===== config.mk =====
export PLATFORM = sky130hd
export DESIGN_NAME = aludec_pipe
export DESIGN_NICKNAME = d
export VERILOG_FILES = /design/src/rtl/aludec_pipe.sv
export SDC_FILE = /design/constraint.sdc
export NUM_CORES = 1
export LEC_CHECK = 0
export CORE_AREA = 2 2 39 41
export CTS_BUF_LIST = sky130_fd_sc_hd__clkbuf_4 sky130_fd_sc_hd__clkbuf_8
export DETAILED_ROUTE_END_ITERATION = 10
export DIE_AREA = 0 0 41 43
export SYNTH_ARGS = -nofsm -noshare
export SYNTH_HDL_FRONTEND = slang
export SYNTH_SLANG_ARGS = --single-unit

===== constraint.sdc =====
create_clock -name clk -period 1 [get_ports clk]
set_clock_uncertainty 0.05 [all_clocks]
set_input_delay 0.2 -clock clk [delete_from_list [all_inputs] [get_ports clk]]
set_output_delay 0.2 -clock clk [all_outputs]
set_load 0.005 [all_outputs]

===== src/rtl/aludec_pipe.sv =====
// Pipelined ALU control decoder with a one-entry valid/ready output stage and an
// optional multi-cycle MUL path, enabled by defining ALUDEC_MUL_EN.
module aludec_pipe #(
    parameter int FUNCT_W = 11,
    parameter int CTRL_W  = 4,
    parameter int MUL_LAT = 4
) (
    input  logic               clk,
    input  logic               reset,
    input  logic               in_valid,
    output logic               in_ready,
    input  logic [FUNCT_W-1:0] funct,
    input  logic [1:0]         aluop,
    output logic               out_valid,
    input  logic               out_ready,
    output logic [CTRL_W-1:0]  alucontrol,
    output logic               illegal,
    output logic               busy
);

    localparam logic [10:0] OP_ADD  = 11'b10001011000;
    localparam logic [10:0] OP_SUB  = 11'b11001011000;
    localparam logic [10:0] OP_AND  = 11'b10001010000;
    localparam logic [10:0] OP_ORR  = 11'b10101010000;
    localparam logic [9:0]  OP_ADDI = 10'b1001000100;

    typedef enum logic [1:0] {
        IDLE  = 2'd0,
        FULL  = 2'd1,
        MULTI = 2'd2
    } state_t;

    typedef struct packed {
        logic [3:0] ctrl;
        logic       ill;
    } dec_t;

    // Reject out-of-range parameters at elaboration time.
    if (MUL_LAT < 1 || MUL_LAT > 15) begin : g_bad_mul_lat
        $error("aludec_pipe: MUL_LAT must be in 1..15");
    end
    if (FUNCT_W < 11) begin : g_bad_funct_w
        $error("aludec_pipe: FUNCT_W must be at least 11");
    end
    if (CTRL_W < 4) begin : g_bad_ctrl_w
        $error("aludec_pipe: CTRL_W must be at least 4");
    end

    // Single-cycle decode; MUL is not listed here and is steered separately.
    function automatic dec_t decode(input logic [1:0] op, input logic [10:0] f);
        dec_t d;
        d.ctrl = 4'b0000;
        d.ill  = 1'b1;
        case (op)
            2'b00: begin
                d.ctrl = 4'b0010;
                d.ill  = 1'b0;
            end
            2'b01: begin
                d.ctrl = 4'b0111;
                d.ill  = 1'b0;
            end
            2'b10: begin
                case (f)
                    OP_ADD: begin
                        d.ctrl = 4'b0010;
                        d.ill  = 1'b0;
                    end
                    OP_SUB: begin
                        d.ctrl = 4'b0110;
                        d.ill  = 1'b0;
                    end
                    OP_AND: begin
                        d.ctrl = 4'b0000;
                        d.ill  = 1'b0;
                    end
                    OP_ORR: begin
                        d.ctrl = 4'b0001;
                        d.ill  = 1'b0;
                    end
                    default: begin
                        d.ctrl = 4'b0000;
                        d.ill  = 1'b1;
                    end
                endcase
            end
            2'b11: begin
                if (f[10:1] == OP_ADDI) begin
                    d.ctrl = 4'b0010;
                    d.ill  = 1'b0;
                end else begin
                    d.ctrl = 4'b0000;
                    d.ill  = 1'b1;
                end
            end
            default: begin
                d.ctrl = 4'b0000;
                d.ill  = 1'b1;
            end
        endcase
        return d;
    endfunction

    state_t             state_r;
    state_t             state_nxt_s;
    logic [CTRL_W-1:0]  ctrl_r;
    logic [CTRL_W-1:0]  ctrl_nxt_s;
    logic               illegal_r;
    logic               illegal_nxt_s;
    logic               accept_s;
    dec_t               dec_s;

`ifdef ALUDEC_MUL_EN
    localparam logic [10:0] OP_MUL = 11'b10011011000;
    localparam int          CNT_W  = $clog2(MUL_LAT + 1);

    logic [CNT_W-1:0] cnt_r;
    logic [CNT_W-1:0] cnt_nxt_s;
    logic             is_mul_s;

    assign is_mul_s = (aluop == 2'b10) && (funct[10:0] == OP_MUL);
`endif

    assign dec_s     = decode(aluop, funct[10:0]);
    assign in_ready  = (state_r == IDLE) || ((state_r == FULL) && out_ready);
    assign out_valid = (state_r == FULL);
    assign accept_s  = in_valid && in_ready;
`ifdef ALUDEC_MUL_EN
    assign busy      = (state_r == MULTI);
`else
    assign busy      = 1'b0;
`endif
    assign alucontrol = ctrl_r;
    assign illegal    = illegal_r;

    // Next-state and output-register logic for the IDLE/FULL/MULTI controller.
    always_comb begin
        state_nxt_s   = state_r;
        ctrl_nxt_s    = ctrl_r;
        illegal_nxt_s = illegal_r;
`ifdef ALUDEC_MUL_EN
        cnt_nxt_s     = cnt_r;
`endif
        case (state_r)
            IDLE, FULL: begin
                if (accept_s) begin
`ifdef ALUDEC_MUL_EN
                    if (is_mul_s) begin
                        state_nxt_s = MULTI;
                        cnt_nxt_s   = CNT_W'(MUL_LAT - 1);
                    end else begin
                        state_nxt_s   = FULL;
                        ctrl_nxt_s    = CTRL_W'(dec_s.ctrl);
                        illegal_nxt_s = dec_s.ill;
                    end
`else
                    state_nxt_s   = FULL;
                    ctrl_nxt_s    = CTRL_W'(dec_s.ctrl);
                    illegal_nxt_s = dec_s.ill;
`endif
                end else if ((state_r == FULL) && out_ready) begin
                    state_nxt_s = IDLE;
                end else begin
                    state_nxt_s = state_r;
                end
            end
            MULTI: begin
`ifdef ALUDEC_MUL_EN
                // Counter saturates at zero; the result is published on that edge.
                if (cnt_r == '0) begin
                    state_nxt_s   = FULL;
                    ctrl_nxt_s    = CTRL_W'(4'b1000);
                    illegal_nxt_s = 1'b0;
                end else begin
                    cnt_nxt_s = cnt_r - CNT_W'(1);
                end
`else
                state_nxt_s = IDLE;
`endif
            end
            default: begin
                state_nxt_s = IDLE;
            end
        endcase
    end

    // State and registered decode outputs.
    always_ff @(posedge clk or posedge reset) begin
        if (reset) begin
            state_r   <= IDLE;
            ctrl_r    <= '0;
            illegal_r <= 1'b0;
        end else begin
            state_r   <= state_nxt_s;
            ctrl_r    <= ctrl_nxt_s;
            illegal_r <= illegal_nxt_s;
        end
    end

`ifdef ALUDEC_MUL_EN
    // MUL latency counter.
    always_ff @(posedge clk or posedge reset) begin
        if (reset) begin
            cnt_r <= '0;
        end else begin
            cnt_r <= cnt_nxt_s;
        end
    end
`endif

endmodule

**Word level (Yosys, flattened, before mapping)**

Cells that the tools add are included.

- Register bits after elaboration: 7
- Bits of input ports: 17
- Output and inout port bits: 8
- Word-level logic and storage cells: 26

- Equal/unequal tests: 10
- Multiplexer cells: 6
- Reduce and logical (&&, ||, !) cells: 7

Operator list:

| cell | number |
|---|---|
| 11-bit equality test, second input constant | 4 |
| 5-bit case mux with 4 select lines | 1 |
| 4-bit case mux with 4 select lines | 1 |
| 10-bit equality test, second input constant | 1 |
| 2-bit 2-to-1 mux | 3 |
| 2-bit by 1-bit equality test with 1-bit output, second input constant | 2 |
| 2-bit equality test, second input constant | 2 |
| 2-bit logical NOT | 2 |
| 3-bit 2-to-1 mux | 1 |
| 3-bit inequality test, second input constant | 1 |
| 1-bit logical AND | 2 |
| 2-bit AND reduction | 1 |
| 2-bit OR reduction | 1 |
| 1-bit logical OR | 1 |

**Longest topological paths before layout**

- Depth after elaboration: 6
- Gate-level depth with buffers: 4
- Depth with buffers taken out: 4

**Worst setup path after synthesis**

No wires, ideal clock.

- Path kind: reg-to-reg
- Start point: register state_r[0]
- End point: register ctrl_r[0], in the netlist alucontrol[0]
- Setup time: 125 ps
- Arrival time: 918 ps
- Data required time: 825 ps
- Setup slack: -93 ps
- Stages on the path, launching flop included: 4
- Path buffers: 0
- Clock period less this slack: 1,093 ps
- Cell sequence: dfrtp_1 -> nand2b_1 -> nand2_1 -> mux2_2

- Longest elaborated chain between the ends: 5
- Elaborated cells between the ends (all ways): 7
- Those cells by class: eq/ne: 1; reduce/logical: 6

Ends and longest elaborated chain:

| what | RTL line | text |
|---|---|---|
| start: declaration | 104 | `state_t state_r;` |
| start signal: assignment | 194 | `state_r <= state_nxt_s;` |
| 2-bit by 1-bit equality test with 1-bit output | 125 | `assign in_ready = (state_r == IDLE) \|\| ((state_r == FULL) && out_ready);` |
| 1-bit logical AND | 125 |  |
| 1-bit logical OR * | 125 |  |
| via in_ready | 11 | `output logic in_ready,` |
| 1-bit logical AND * | 127 | `assign accept_s = in_valid && in_ready;` |
| 2-bit AND reduction (no line) * | n/a |  |
| end signal: assignment | 195 | `ctrl_r <= ctrl_nxt_s;` |
| end: declaration | 106 | `logic [CTRL_W-1:0] ctrl_r;` |

The timed path passes the listed nets; every way through them passes the cells marked *.
A chain may end at the register's enable or synchronous reset.

**Worst setup path after layout**

- Start point: register state_r[0]
- End point: register ctrl_r[0], in the netlist alucontrol[0]

- Longest elaborated chain between the ends: 5
- Elaborated cells between the ends (all ways): 7
- Those cells by class: eq/ne: 1; reduce/logical: 6

Ends and longest elaborated chain:

| what | RTL line |
|---|---|
| 2-bit by 1-bit equality test with 1-bit output | 125, 144 |
| 1-bit logical AND | 125 |
| 1-bit logical OR | 125 |
| 1-bit logical AND | 127 |
| 2-bit AND reduction (no line) * | n/a |

Mark *: on every way between the ends. The rest lies on a longest branch, timed or not.

==> flow_metrics.py <==
metrics = {
    "drt": {
        "wl_mm": 1.03,
        "wl_met1_um": 413,
        "route.met2.wl_um": 528,
        "drtAntennaViolNets": 0,
        "met3WireLength_um": 74,
        "drc": 0,
        "wl_per_cell_um": 12.7,
        "vias_per_cell": 4.65,
        "vias": 377,
        "drt_iter0_drc": 10,
        "highest_layer": "met4",
        "drt-pass1-iter-count": 5,
    },
    "timing": {
        "grt_setup_unrepaired": "true",
        "finalCriticalPeriod_ps": 1120,
        "worst_slack_ps": -119,
        "timing.hold.ws_ps": 91.6,
        "finalHoldViolCount": 0,
        "slew_viol_final": 0,
        "fmax_mhz": 894,
        "finalCritPeriodShare": 1.12,
        "setup_violations": 7,
    },
    "synth": {
        "yosysWarnings": 0,
        "synthDistinctLibCells": 18,
        "synth-seq-cells": 5,
        "synthCells": 34,
        "ys_seq_area_frac": 0.394,
        "synth_area_um2": 318,
        "syn_avg_cell_area_um2": 9.35,
    },
    "floorplanning": {
        "die_width_um": 41,
        "die_area_um2": 1760,
        "initial_utilization": 0.230,
        "boundaryPins": 25,
        "std_cell_rows": 14,
        "coreArea_um2": 1380,
        "die_y_um": 43,
    },
    "grt": {
        "grt_overflow_total": 0,
        "antenna_found_initial": 0,
        "grt.total_usage": 0.135,
        "grt_max_degree": 6,
        "grt_pass1_wl_mm": 1.51,
        "grt_pass1_vias": 349,
    },
    "power": {
        "finalPower_uw": 729,
        "peakVddDrop_uv": 693,
        "pwr_density_cell_nw_per_um2": 1090,
        "power.leakage_nw": 0.313,
    },
    "status": {
        "violations": "negative setup slack",
        "outcome": "finished, violations left",
    },
    "final_layout": {
        "diodes": 0,
        "final_nets": 83,
        "synthToLayoutAreaGrowth_pct": 111,
        "final_area_um2": 672,
        "drive_above_1_share": 0.477,
        "layoutNonFillerInstCount": 81,
    },
    "clock_network": {
        "ctsRootBufferMaster": "clkbuf_4",
        "path_clk_slew_ps": 50,
        "hold_buffers": 0,
        "cts_buffers": 3,
        "clk-insertion-delay-late_ps": 250,
        "cts_buffer_depth": 2,
        "cts-htree-levels": 1,
        "cts_tree": "done",
        "clkSinkCount": 5,
    },
    "placement": {
        "placed_area_um2": 579,
        "hpwlAfterDp_um": 698,
        "place.gp.congestion": 0.768,
        "dp.cells": 75,
        "port_buffers": 22,
        "pre_cts_slack_ps": -587,
    },
    "worst_setup_path": {
        "reg2reg_to": "alucontrol[0]",
        "crit_type": "register to register",
        "worstPathRequired_ps": 1080,
        "r2r-start": "state_r[0]",
        "worstSetupEndpointType": "register",
        "crit_fanout": 4,
        "arrival_ps": 1200,
        "cp-start-kind": "register",
        "rr_worst_depth": 4,
        "rrSetupSlack_ps": -120,
    },
    "flow_run": {
        "max_cap_viol_count": 0,
    },
    "min_path": {
        "hp-class": "input port to async pin",
    },
}
worst max path at each step:
stage                          start             to  slack (ps)  cells after the start
after floorplan           state_r[0]  alucontrol[0]         -60                      3
after global placement      funct[2]  alucontrol[2]        -560                      5
after detailed placement    funct[2]  alucontrol[2]        -590                      5
after CTS                 state_r[0]  alucontrol[0]        -120                      4
after global routing      state_r[0]  alucontrol[0]        -150                      4
final                     state_r[0]  alucontrol[0]        -120                      4
cells in the mapped netlist:
| cell type | count | area, µm² |
|---|---|---|
| dfrtp_1 | 5 | 125 |
| mux2_2 | 2 | 22.5 |
| nor4b_2 | 1 | 15.0 |
| o21ai_1 | 1 | 5.00 |
| a21oi_1 | 2 | 10.0 |
| nand3_1 | 4 | 20.0 |
| nor4b_1 | 1 | 8.76 |
| nand2b_1 | 3 | 18.8 |
| nand2_1 | 4 | 15.0 |
| inv_1 | 1 | 3.75 |
| nor2_1 | 1 | 3.75 |
| a22o_1 | 1 | 8.76 |
| buf_4 | 2 | 15.0 |
| and4bb_2 | 2 | 25.0 |
| nor2b_1 | 1 | 6.26 |
| o21ai_0 | 1 | 5.00 |
| conb_1 | 1 | 3.75 |
| a31oi_1 | 1 | 6.26 |
final cells by class:
class	count	area, µm²
multi-input cells	27	259
clock buffers	4	30.0
repair buffers	28	234
inverters	1	3.75
flip-flops and latches	5	125
fillers	148	712
well taps	16	20.0
cell families (layout without fill, tap and decap cells):
kind of cell | Yosys count | after routing | share of synthesized area
muxes | 2 | 2 | 0.0709
DFF | 5 | 5 | 0.394
other | 1 | 2 | 0.0118
and+or+nand+nor | 17 | 17 | 0.354
buffers and inverters | 3 | 33 | 0.0590
AOI/OAI and AO/OA | 6 | 6 | 0.110
metal layers:
layer / up-vias / global-route usage
met5: - / 0
met1: 178 / 0.154
li1: 181 / -
met3: 2 / 0.0942
met2: 16 / 0.197
met4: 0 / 0.0400
power by group:
| group | switching (mW) | leakage [nW] | total [mW] | internal (mW) |
|---|---|---|---|---|
| Combinational | 0.0853 | 0.235 | 0.216 | 0.131 |
| Clock | 0.0935 | 0.0184 | 0.272 | 0.179 |
| Sequential | 0.0133 | 0.0599 | 0.241 | 0.228 |
| Total | 0.192 | 0.313 | 0.729 | 0.537 |
what timing repair did:
item                       4_1_cts  5_1_grt
buffers inserted                 1        1
gates resized for setup         52        7
pin swaps                       10        6
setup endpoints to repair       10       10
state kept, by name, summed over array words and instances, names as in the netlist:
| name | count |
|---|---|
| illegal | 1 |
| alucontrol | 3 |
| state_r | 1 |
per-stage QoR:
step | utilization | TNS [ps]
finish | 0.486 | -496
detailed placement | 0.419 | -3160
global route | 0.486 | -795
CTS | 0.467 | -523
floorplan | - | -187
global placement | 0.419 | -3070
layout by cell type, fill, tap and decap left out, types with 2 or more instances in the layout:
| cell type | count |
|---|---|
| nor4b_2 | 2 |
| clkdlybuf4s50_1 | 2 |
| dlygate4sd2_1 | 8 |
| buf_2 | 6 |
| clkdlybuf4s15_1 | 4 |
| mux2_4 | 2 |
| nand2b_1 | 2 |
| buf_4 | 5 |
| dlymetal6s2s_1 | 2 |
| dfrtp_1 | 5 |
| nand3_2 | 3 |
| nand2_1 | 3 |
| and4bb_2 | 2 |
| conb_1 | 2 |
| a21oi_1 | 2 |
| clkbuf_4 | 4 |
worst max-delay path, stage by stage (launching register included):
cell and delay (ps):
dfrtp_1 400, nand2b_4 80, buf_6 110, nand2_8 60, mux2_4 300
Power figures use the tool's default switching activity.
